## src/rtl/au_op_sequencer.sv

```systemverilog
`default_nettype none
// ============================================================================
// Module   : au_op_sequencer
// Purpose  : Issue stage for the sign-magnitude Q9.14 arithmetic unit (AU).
//            Accepts 11-bit register-to-register instructions over a
//            valid/ready handshake, reads both operands from a local register
//            file, drives the AU and writes the result back. At most one
//            instruction is in flight, so retirement is strictly in order.
// Ports    : clk, rst_n                 - clock, async active-low reset
//            instr_valid/ready, instr    - instruction handshake
//                                          {op[10:9], dst[8:6], srcA[5:3], srcB[2:0]}
//            host_we/waddr/wdata         - host register write port
//            host_raddr/rdata            - host register read port (1-cycle latency)
//            au_start, au_R, au_S, au_I,
//            au_ctl_d                    - AU command and operands
//            au_result_comb(_valid)      - AU single-cycle result (ADD/SUB/MUL)
//            au_result, au_done          - AU multi-cycle result (DIV)
//            au_busy                     - AU busy (observed only)
//            busy, instr_done, err,
//            err_clr, retire_cnt         - status, sticky error, retire count
// Revision : 1.0 - initial release
// ============================================================================
module au_op_sequencer #(
  parameter int W       = 24,
  parameter int NREG    = 8,
  parameter int TIMEOUT = 63,
  parameter int CNTW    = 16
) (
  input  logic            clk,
  input  logic            rst_n,
  input  logic            instr_valid,
  output logic            instr_ready,
  input  logic [10:0]     instr,
  input  logic            host_we,
  input  logic [2:0]      host_waddr,
  input  logic [W-1:0]    host_wdata,
  input  logic [2:0]      host_raddr,
  output logic [W-1:0]    host_rdata,
  output logic            au_start,
  output logic [W-1:0]    au_R,
  output logic [W-1:0]    au_S,
  output logic [W-1:0]    au_I,
  output logic [1:0]      au_ctl_d,
  input  logic [W-1:0]    au_result_comb,
  input  logic            au_result_comb_valid,
  input  logic [W-1:0]    au_result,
  input  logic            au_done,
  input  logic            au_busy,
  output logic            busy,
  output logic            instr_done,
  output logic            err,
  input  logic            err_clr,
  output logic [CNTW-1:0] retire_cnt
);

  // Register addresses are carried in 3-bit instruction fields.
  localparam int AW = 3;
  // Wide enough to hold TIMEOUT-1, the last value before the abort.
  localparam int TW = (TIMEOUT > 1) ? $clog2(TIMEOUT) : 1;

  localparam logic [1:0]    c_OP_DIV   = 2'b11;
  localparam logic [TW-1:0] c_WAIT_LAST = TW'(TIMEOUT - 1);

  typedef enum logic [1:0] {
    S_IDLE     = 2'd0,
    S_ISSUE    = 2'd1,
    S_WAIT_DIV = 2'd2,
    S_CAPTURE  = 2'd3
  } state_t;

  state_t            r_state;
  logic [W-1:0]      r_rf [NREG];
  logic [AW-1:0]     r_dst;
  logic [W-1:0]      r_au_R;
  logic [W-1:0]      r_au_S;
  logic [1:0]        r_au_ctl;
  logic              r_au_start;
  logic              r_instr_ready;
  logic              r_busy;
  logic              r_instr_done;
  logic              r_err;
  logic [CNTW-1:0]   r_retire_cnt;
  logic [TW-1:0]     r_wait_cnt;
  logic [W-1:0]      r_host_rdata;

  logic              w_eng_we;
  logic [W-1:0]      w_eng_data;
  logic              w_err_set;
  logic              w_accept;
  logic              w_unused;

  // The AU busy flag carries no information the sequencer needs: it already
  // knows when a DIV is outstanding.
  assign w_unused = au_busy;

  assign w_accept = instr_valid && r_instr_ready;

  // Engine writeback: single-cycle ops retire straight out of ISSUE, DIV
  // retires from CAPTURE using the AU's registered result.
  assign w_eng_we   = ((r_state == S_ISSUE) && (r_au_ctl != c_OP_DIV) && au_result_comb_valid)
                   || (r_state == S_CAPTURE);
  assign w_eng_data = (r_state == S_CAPTURE) ? au_result : au_result_comb;

  // Error sources: missing single-cycle result, or DIV done never arrived.
  assign w_err_set = ((r_state == S_ISSUE) && (r_au_ctl != c_OP_DIV) && !au_result_comb_valid)
                  || ((r_state == S_WAIT_DIV) && !au_done && (r_wait_cnt == c_WAIT_LAST));

  // --------------------------------------------------------------------------
  // Register file. The engine write takes priority over a host write to the
  // same entry in the same cycle; writes to different entries both land.
  // --------------------------------------------------------------------------
  for (genvar gi = 0; gi < NREG; gi++) begin : g_rf
    always_ff @(posedge clk or negedge rst_n) begin
      if (!rst_n) begin
        r_rf[gi] <= '0;
      end else if (w_eng_we && (r_dst == AW'(gi))) begin
        r_rf[gi] <= w_eng_data;
      end else if (host_we && (host_waddr == AW'(gi))) begin
        r_rf[gi] <= host_wdata;
      end
    end
  end

  // Host read port sees the array before this edge's writes land.
  always_ff @(posedge clk or negedge rst_n) begin
    if (!rst_n) begin
      r_host_rdata <= '0;
    end else begin
      r_host_rdata <= r_rf[host_raddr];
    end
  end

  // --------------------------------------------------------------------------
  // Sequencer FSM. Operands are captured from the register file at accept,
  // which is what makes aliased forms such as r1 = r1 * r1 safe, and they stay
  // frozen on au_R/au_S/au_ctl_d while the instruction is in flight.
  // --------------------------------------------------------------------------
  always_ff @(posedge clk or negedge rst_n) begin
    if (!rst_n) begin
      r_state       <= S_IDLE;
      r_dst         <= '0;
      r_au_R        <= '0;
      r_au_S        <= '0;
      r_au_ctl      <= '0;
      r_au_start    <= 1'b0;
      r_instr_ready <= 1'b1;
      r_busy        <= 1'b0;
      r_instr_done  <= 1'b0;
      r_err         <= 1'b0;
      r_retire_cnt  <= '0;
      r_wait_cnt    <= '0;
    end else begin
      r_au_start   <= 1'b0;
      r_instr_done <= 1'b0;
      // A new error in the same cycle as err_clr keeps the flag set.
      r_err        <= w_err_set | (r_err & ~err_clr);
      if (w_eng_we) begin
        r_retire_cnt <= r_retire_cnt + CNTW'(1);
      end

      case (r_state)
        S_IDLE: begin
          if (w_accept) begin
            r_dst         <= instr[8:6];
            r_au_ctl      <= instr[10:9];
            r_au_R        <= r_rf[instr[5:3]];
            r_au_S        <= r_rf[instr[2:0]];
            r_au_start    <= 1'b1;
            r_instr_ready <= 1'b0;
            r_busy        <= 1'b1;
            r_state       <= S_ISSUE;
          end
        end

        S_ISSUE: begin
          if (r_au_ctl == c_OP_DIV) begin
            r_wait_cnt <= '0;
            r_state    <= S_WAIT_DIV;
          end else begin
            r_instr_done  <= w_eng_we;
            r_instr_ready <= 1'b1;
            r_busy        <= 1'b0;
            r_state       <= S_IDLE;
          end
        end

        S_WAIT_DIV: begin
          if (au_done) begin
            r_state <= S_CAPTURE;
          end else if (r_wait_cnt == c_WAIT_LAST) begin
            r_instr_ready <= 1'b1;
            r_busy        <= 1'b0;
            r_state       <= S_IDLE;
          end else begin
            r_wait_cnt <= r_wait_cnt + TW'(1);
          end
        end

        S_CAPTURE: begin
          // au_result has had a cycle to settle after au_done.
          r_instr_done  <= 1'b1;
          r_instr_ready <= 1'b1;
          r_busy        <= 1'b0;
          r_state       <= S_IDLE;
        end

        default: begin
          r_instr_ready <= 1'b1;
          r_busy        <= 1'b0;
          r_state       <= S_IDLE;
        end
      endcase
    end
  end

  assign instr_ready = r_instr_ready;
  assign host_rdata  = r_host_rdata;
  assign au_start    = r_au_start;
  assign au_R        = r_au_R;
  assign au_S        = r_au_S;
  assign au_I        = '0;
  assign au_ctl_d    = r_au_ctl;
  assign busy        = r_busy;
  assign instr_done  = r_instr_done;
  assign err         = r_err;
  assign retire_cnt  = r_retire_cnt;

endmodule
`default_nettype wire
```

## config.mk

```make
export PLATFORM = sky130hd
export DESIGN_NAME = au_op_sequencer
export DESIGN_NICKNAME = d
export VERILOG_FILES = /design/src/rtl/au_op_sequencer.sv
export SDC_FILE = /design/constraint.sdc
export NUM_CORES = 1
export LEC_CHECK = 0
export ABC_AREA = 1
export CAP_MARGIN = 10
export CORE_MARGIN = 2
export CORE_UTILIZATION = 45
export DETAILED_ROUTE_END_ITERATION = 8
export GPL_TIMING_DRIVEN = 1
export PLACE_DENSITY = 0.7
export SLEW_MARGIN = 25
export SYNTH_ARGS = -nofsm -noshare
export SYNTH_HDL_FRONTEND = slang
export SYNTH_SLANG_ARGS = --single-unit
```

## constraint.sdc

```tcl
create_clock -name clk -period 1.4 [get_ports clk]
set_input_delay 0.28 -clock clk [delete_from_list [all_inputs] [get_ports clk]]
set_output_delay 0.28 -clock clk [all_outputs]
set_load 0.02 [all_outputs]
```

== After elaboration in Yosys (flattened, before gate mapping) ==
Index checks and enable logic that the tools add are counted.
Storage, ports and cells
  bits in registers: 298
  output and inout bits: 119
  logic and storage cells: 150
Operators by class
  add/sub/neg operators: 2
  $lt $le $gt $ge: 3
  eq/ne operators: 27
  multiplexer cells: 49
  bitwise operators: 6
  reductions and logical operators: 42
Operators by type and width (count)
  $mux 24: 23
  $bmux 24 s3: 3
  $eq 3x3->1 const B: 8
  $logic_and 1x1->1: 22
  $mux 6: 3
  $reduce_bool 2->1: 9
  $add 16x1->16 const B: 1
  $eq 3x2->1 const B: 4
  $ge 4x4->1 const B: 3
  $not 3->4: 3
  $pmux 6 s2: 1
  $mux 1: 11
  $ne 2x2->1 const B: 5
  $mux 2: 4
  $pmux 1 s4: 2
  $pmux 2 s4: 1
  $reduce_and 4->1: 2
  $add 6x1->6 const B: 1
  $eq 2x2->1 const B: 3
  $eq 3x1->1 const B: 2
  $eq 6x6->1 const B: 1
  $logic_not 3->1: 2
  $ne 2x1->1 const B: 2
  $reduce_and 2->1: 2
  9 further kinds: 11

== Longest topological paths before layout ==
  depth after elaboration: 6
  mapped depth: 9
  depth with buffers taken out: 9

== Worst setup path before layout ==
Ideal clock, no wire load.
  path kind: flip-flop to flip-flop
  start: register r_instr_ready, in the netlist instr_ready
  end: register r_au_R[16], in the netlist au_R[16]
  library setup time: 0.066 ns
  arrival time: 1.521 ns
  slack: -0.187 ns
  cell stages (with the launch flop): 7
  cells stage by stage: dfstp_2 nand2_1 nor3_2 buf_2 buf_1 nand3_1 nand2_1
On the way
  cells in the longest elaborated chain, start to end: 2
Ends and longest elaborated chain
  from (decl): RTL line 78  | logic r_instr_ready;
  from (signal assigned): RTL line 146  | r_instr_ready <= 1'b1;
  from (signal assigned): RTL line 169  | r_instr_ready <= 1'b0;
  from (signal assigned): RTL line 181  | r_instr_ready <= 1'b1;
  $logic_and 1x1->1: RTL line 96  | assign w_accept = instr_valid && r_instr_ready;
  $reduce_and 2->1 (no source line)
  to (signal assigned): RTL line 166  | r_au_R <= r_rf[instr[5:3]];
  to (decl): RTL line 74  | logic [W-1:0] r_au_R;
No other way between the ends.
A chain may end at the register's enable or synchronous reset.

== Worst setup path in the final report ==
  start: register r_au_ctl[1], in the netlist au_ctl_d[1]
  end: register r_rf[104] (netlist name)
On the way
  cells in the longest elaborated chain, start to end: 6
  elaborated cells between the ends (all ways): 7
Ends and longest elaborated chain
  from (decl): RTL line 76  | logic [1:0] r_au_ctl;
  from (signal assigned): RTL line 165  | r_au_ctl <= instr[10:9];
  $ne 2x2->1 *: RTL line 100  | assign w_eng_we = ((r_state == S_ISSUE) && (r_au_ctl != c_OP_DIV) && au_result_comb_valid)
  $logic_and 1x1->1 * (2 in series): RTL line 100
  $logic_or 1x1->1 *: RTL line 101  | || (r_state == S_CAPTURE);
  $logic_and 1x1->1 *: RTL line 116  | end else if (w_eng_we && (r_dst == AW'(gi))) begin
  $mux 24 or $reduce_bool 2->1 (tied branches)
  to (signal, indexed assignment): RTL line 117  | r_rf[gi] <= w_eng_data;
  to (signal, indexed assignment): RTL line 119  | r_rf[gi] <= host_wdata;
  to (decl): RTL line 72  | logic [W-1:0] r_rf [NREG];
Mark *: on every way between the ends. The rest lies on a longest branch, timed or not.

==> key figures <==
Routing
  • Drt first pass iters: 6
  • Post-route ant nets: 0
  • Final WL: about 73000 µm
  • Vias: roughly 22000
  • DRT iter0 DRCs: between 3000 and 4000
  • Routed len/inst: between 20 and 25 µm
  • Drt drc: 0
  • Vias per cell: between 5 and 6

Critical path
  • CP max FO: 22
  • Sequence of cells on the critical path: nand2_2 > nand4_1 > nand2_4 > buf_6 > buf_12 > buf_12 > nand3_1 > nand2_1 > nand2_1
  • Worst R2R End: r_rf[104]
  • Critical Path Stages: 9
  • Required time of the worst setup path: ~1.8 ns
  • Largest delay share family, worst path: simple AND/OR/NAND/NOR gates
  • Number of buffers and inverters on the critical path: 3
  • Startpoint Class: flip-flop
  • Crit-path slowest cell: dfrtp_2
  • Critical Path AT: about 2 ns
  • Worst setup startpoint: au_ctl_d[1]
  • Slowest cell delay on critical path: 0.41 ns
  • Reg-to-Reg Start: au_ctl_d[1]
  • Type of the worst setup path: reg2reg
  • Worst setup path endpoint: r_rf[104]
  • R2R Setup Slk: -0.23 ns
  • Reg2reg path depth: 9
  • Kind of end point of the critical path: flip-flop

Synth
  • Combinational family with the most area after synthesis: simple AND/OR/NAND/NOR gates
  • EDFF count, synth: 0
  • XOR/XNOR share of the synthesized area: less than 1%
  • Multiplexer share of the synthesized area: 0%
  • Synth unique cells: 28
  • Avg Inst Size Synth: around 6.8 µm²
  • Compound-Gate Fraction of Synth Area: 20.1%
  • Post-synthesis sequential area ratio: 38.1%
  • Main synth FF type: dfrtp_1
  • Synth Cell Area: roughly 20000 µm²
  • Synth Area in Simple Gates: 31.5%
  • Post-synthesis adder-cell area fraction: 0.192%
  • Post-Synthesis Cells: roughly 2900
  • Async SR Flop Fraction: 100%
  • Synthesized flop and latch total: 298
  • Synth warnings: 0

Power
  • Power Dens Cells: approximately 2000 nW/µm²
  • Static Leak: between 0.01 and 0.015 µW
  • Overall Power: around 48000 µW
  • Peak supply drop: about 0.97 mV

Timing
  • Count of final hold-check violations: 0
  • Fin. max-slew vios: 0
  • RSZ-0062 raised after global routing: yes
  • FMAX: about 0.61 GHz
  • Final worst path period need: 1.63 ns
  • Final setup vio count: roughly 260
  • Final period util: 116%
  • Worst clock skew: 0.0267 ns
  • Min setup slack post-route: -0.229 ns

Place
  • GP Congestion: between 0.9 and 1
  • Pre-CTS setup slack: -0.541 ns
  • Post-DP HPWL: 50600 µm
  • Buffers on Ports: 190

Global routing
  • Met3 usage: under 10%
  • GR Util met1: approximately half
  • Largest net degree at the start of global routing: 80
  • Gr ovfl total: 0
  • Gr usage total: a little under a third
  • First-pass GRT wire length: approximately 110000 µm
  • Met2 usage: between 40% and 50%
  • Number of global-route vias before repair: 19300
  • GR peak layer: met1
  • Initial antenna violation count: 0

Floorplan
  • Die H: roughly 210 µm
  • Die Area: between 40000 and 50000 µm²
  • Starting Density: 45.6%
  • Core area: around 43000 µm²
  • Die Span X: between 200 and 250 µm
  • IO Count: 216
  • Rows: 76

Run
  • Max_cap viols: 0

Clock network
  • CTS tree: built
  • CTS Buf Count: 36
  • H-tree Lvls: 2
  • CTS Root Cell: clkbuf_16
  • Maximum clock path buffer count: 3
  • Clk sinks: roughly 300
  • Reg clk slew, reported paths: ~0.06 ns
  • Latest clock arrival within the worst-skew pair: roughly 0.57 ns

Finish
  • Most frequent cells in the layout: nand2_1, nand3_1, o21ai_0
  • # fillers: 3998
  • Share of cells above drive strength 1: between 10% and 20%
  • Number of diodes: 0
  • Fin nets: ~3100
  • Layout Area Growth over Synthesis: 24.8%
  • Commonest non-fill, non-tap cell in the layout: nand2_1

Worst hold path
  • Hold crit path type: in2async

Outcome
  • Failing checks: setup timing
  • Status: complete, but fails checks
[power by group]
group	switching [µW]	internal, µW
sequential	4660	12500
clock	4000	6290
combinational	12800	7930
total	21500	26700
[through the flow]
stage               cells  hold slack (ns)  setup TNS, ns  instance area, µm²  utilization, %
floorplan            2912          -0.0156          -4.91               19900               -
global placement     3562            0.167        -106.76               23000            53.6
detailed placement   3562            0.167        -112.24               23000            53.6
CTS                  3650            0.189         -33.51               24200            56.4
global route         3657            0.211         -55.01               24400            56.9
finish               3657            0.189         -34.52               24400            56.9
[worst min path at each step]
stage,depth (start not counted),from,end
detailed placement,1,rst_n,r_rf[137]
global route,2,rst_n,r_rf[86]
global placement,1,rst_n,r_rf[137]
finish,2,rst_n,r_rf[138]
CTS,2,rst_n,r_rf[138]
floorplan,0,rst_n,au_R[0]
[synthesized netlist by cell type, types with 4 or more instances]
cell type	number	share of area [%]
a21oi_1	100	2.6
o21ai_1	19	0.49
xnor2_1	4	0.18
o21ai_4	20	1.7
buf_1	23	0.44
buf_4	27	1.0
buf_2	57	1.5
dfrtp_1	297	38
o211ai_1	145	5.6
inv_1	182	3.5
nor2_1	82	1.6
nand3_1	542	14
nand2_1	822	16
xor2_1	6	0.27
clkbuf_1	160	3.1
nand4_1	4	0.13
o21ai_0	382	9.8
[sequential cells by signal (all words and copies together), names as in the netlist]
signal and count:
r_rf 192, au_R 24, au_S 24, host_rdata 24, retire_cnt 16, r_wait_cnt 6, r_dst 3, au_ctl_d 2
r_state 2, au_start 1, busy 1, err 1, instr_done 1, instr_ready 1
[final cells by class]
cell class / count / area [µm²] / area share (%)
clock buffer: 51 / 1070 / 4.37
clock inverter: 15 / 238 / 0.973
inverter: 185 / 696 / 2.85
multi-input combinational: 2160 / 10400 / 42.5
sequential: 298 / 7460 / 30.5
tap: 585 / 732 / 3.00
timing repair buffer: 363 / 3860 / 15.8
[worst register-to-register path: cells and delay by family (launching register included)]
family        cells  cell delay [ns]
buf+inv           3             0.50
flops             1             0.41
simple gates      6             0.61
[cell families after synthesis]
family	count (synthesis)
and+or+nand+nor	1455
AOI/OAI and AO/OA	668
DFF	298
xor gates and xnor gates	10
buffers and inverters	454
other	1
adders and majority gates	3
[metal layers]
metal  vias to the layer above  share of wire, %  wire [µm]
met1                     10200                44      32000
met3                       110                15      10700
met2                      1380                40      29400
li1                       9969                 -          -
met5                         -                 0          0
met4                         0               1.6       1170
[timing repair]
item,in CTS,in global routing
endpoints found under the hold margin,268,0
setup endpoints to repair,356,299
gates resized for setup,434,8
hold buffers,1,0
cloned,4,7
buffers inserted,17,0
pin swaps,44,4
(Power assumes the default switching activity.)
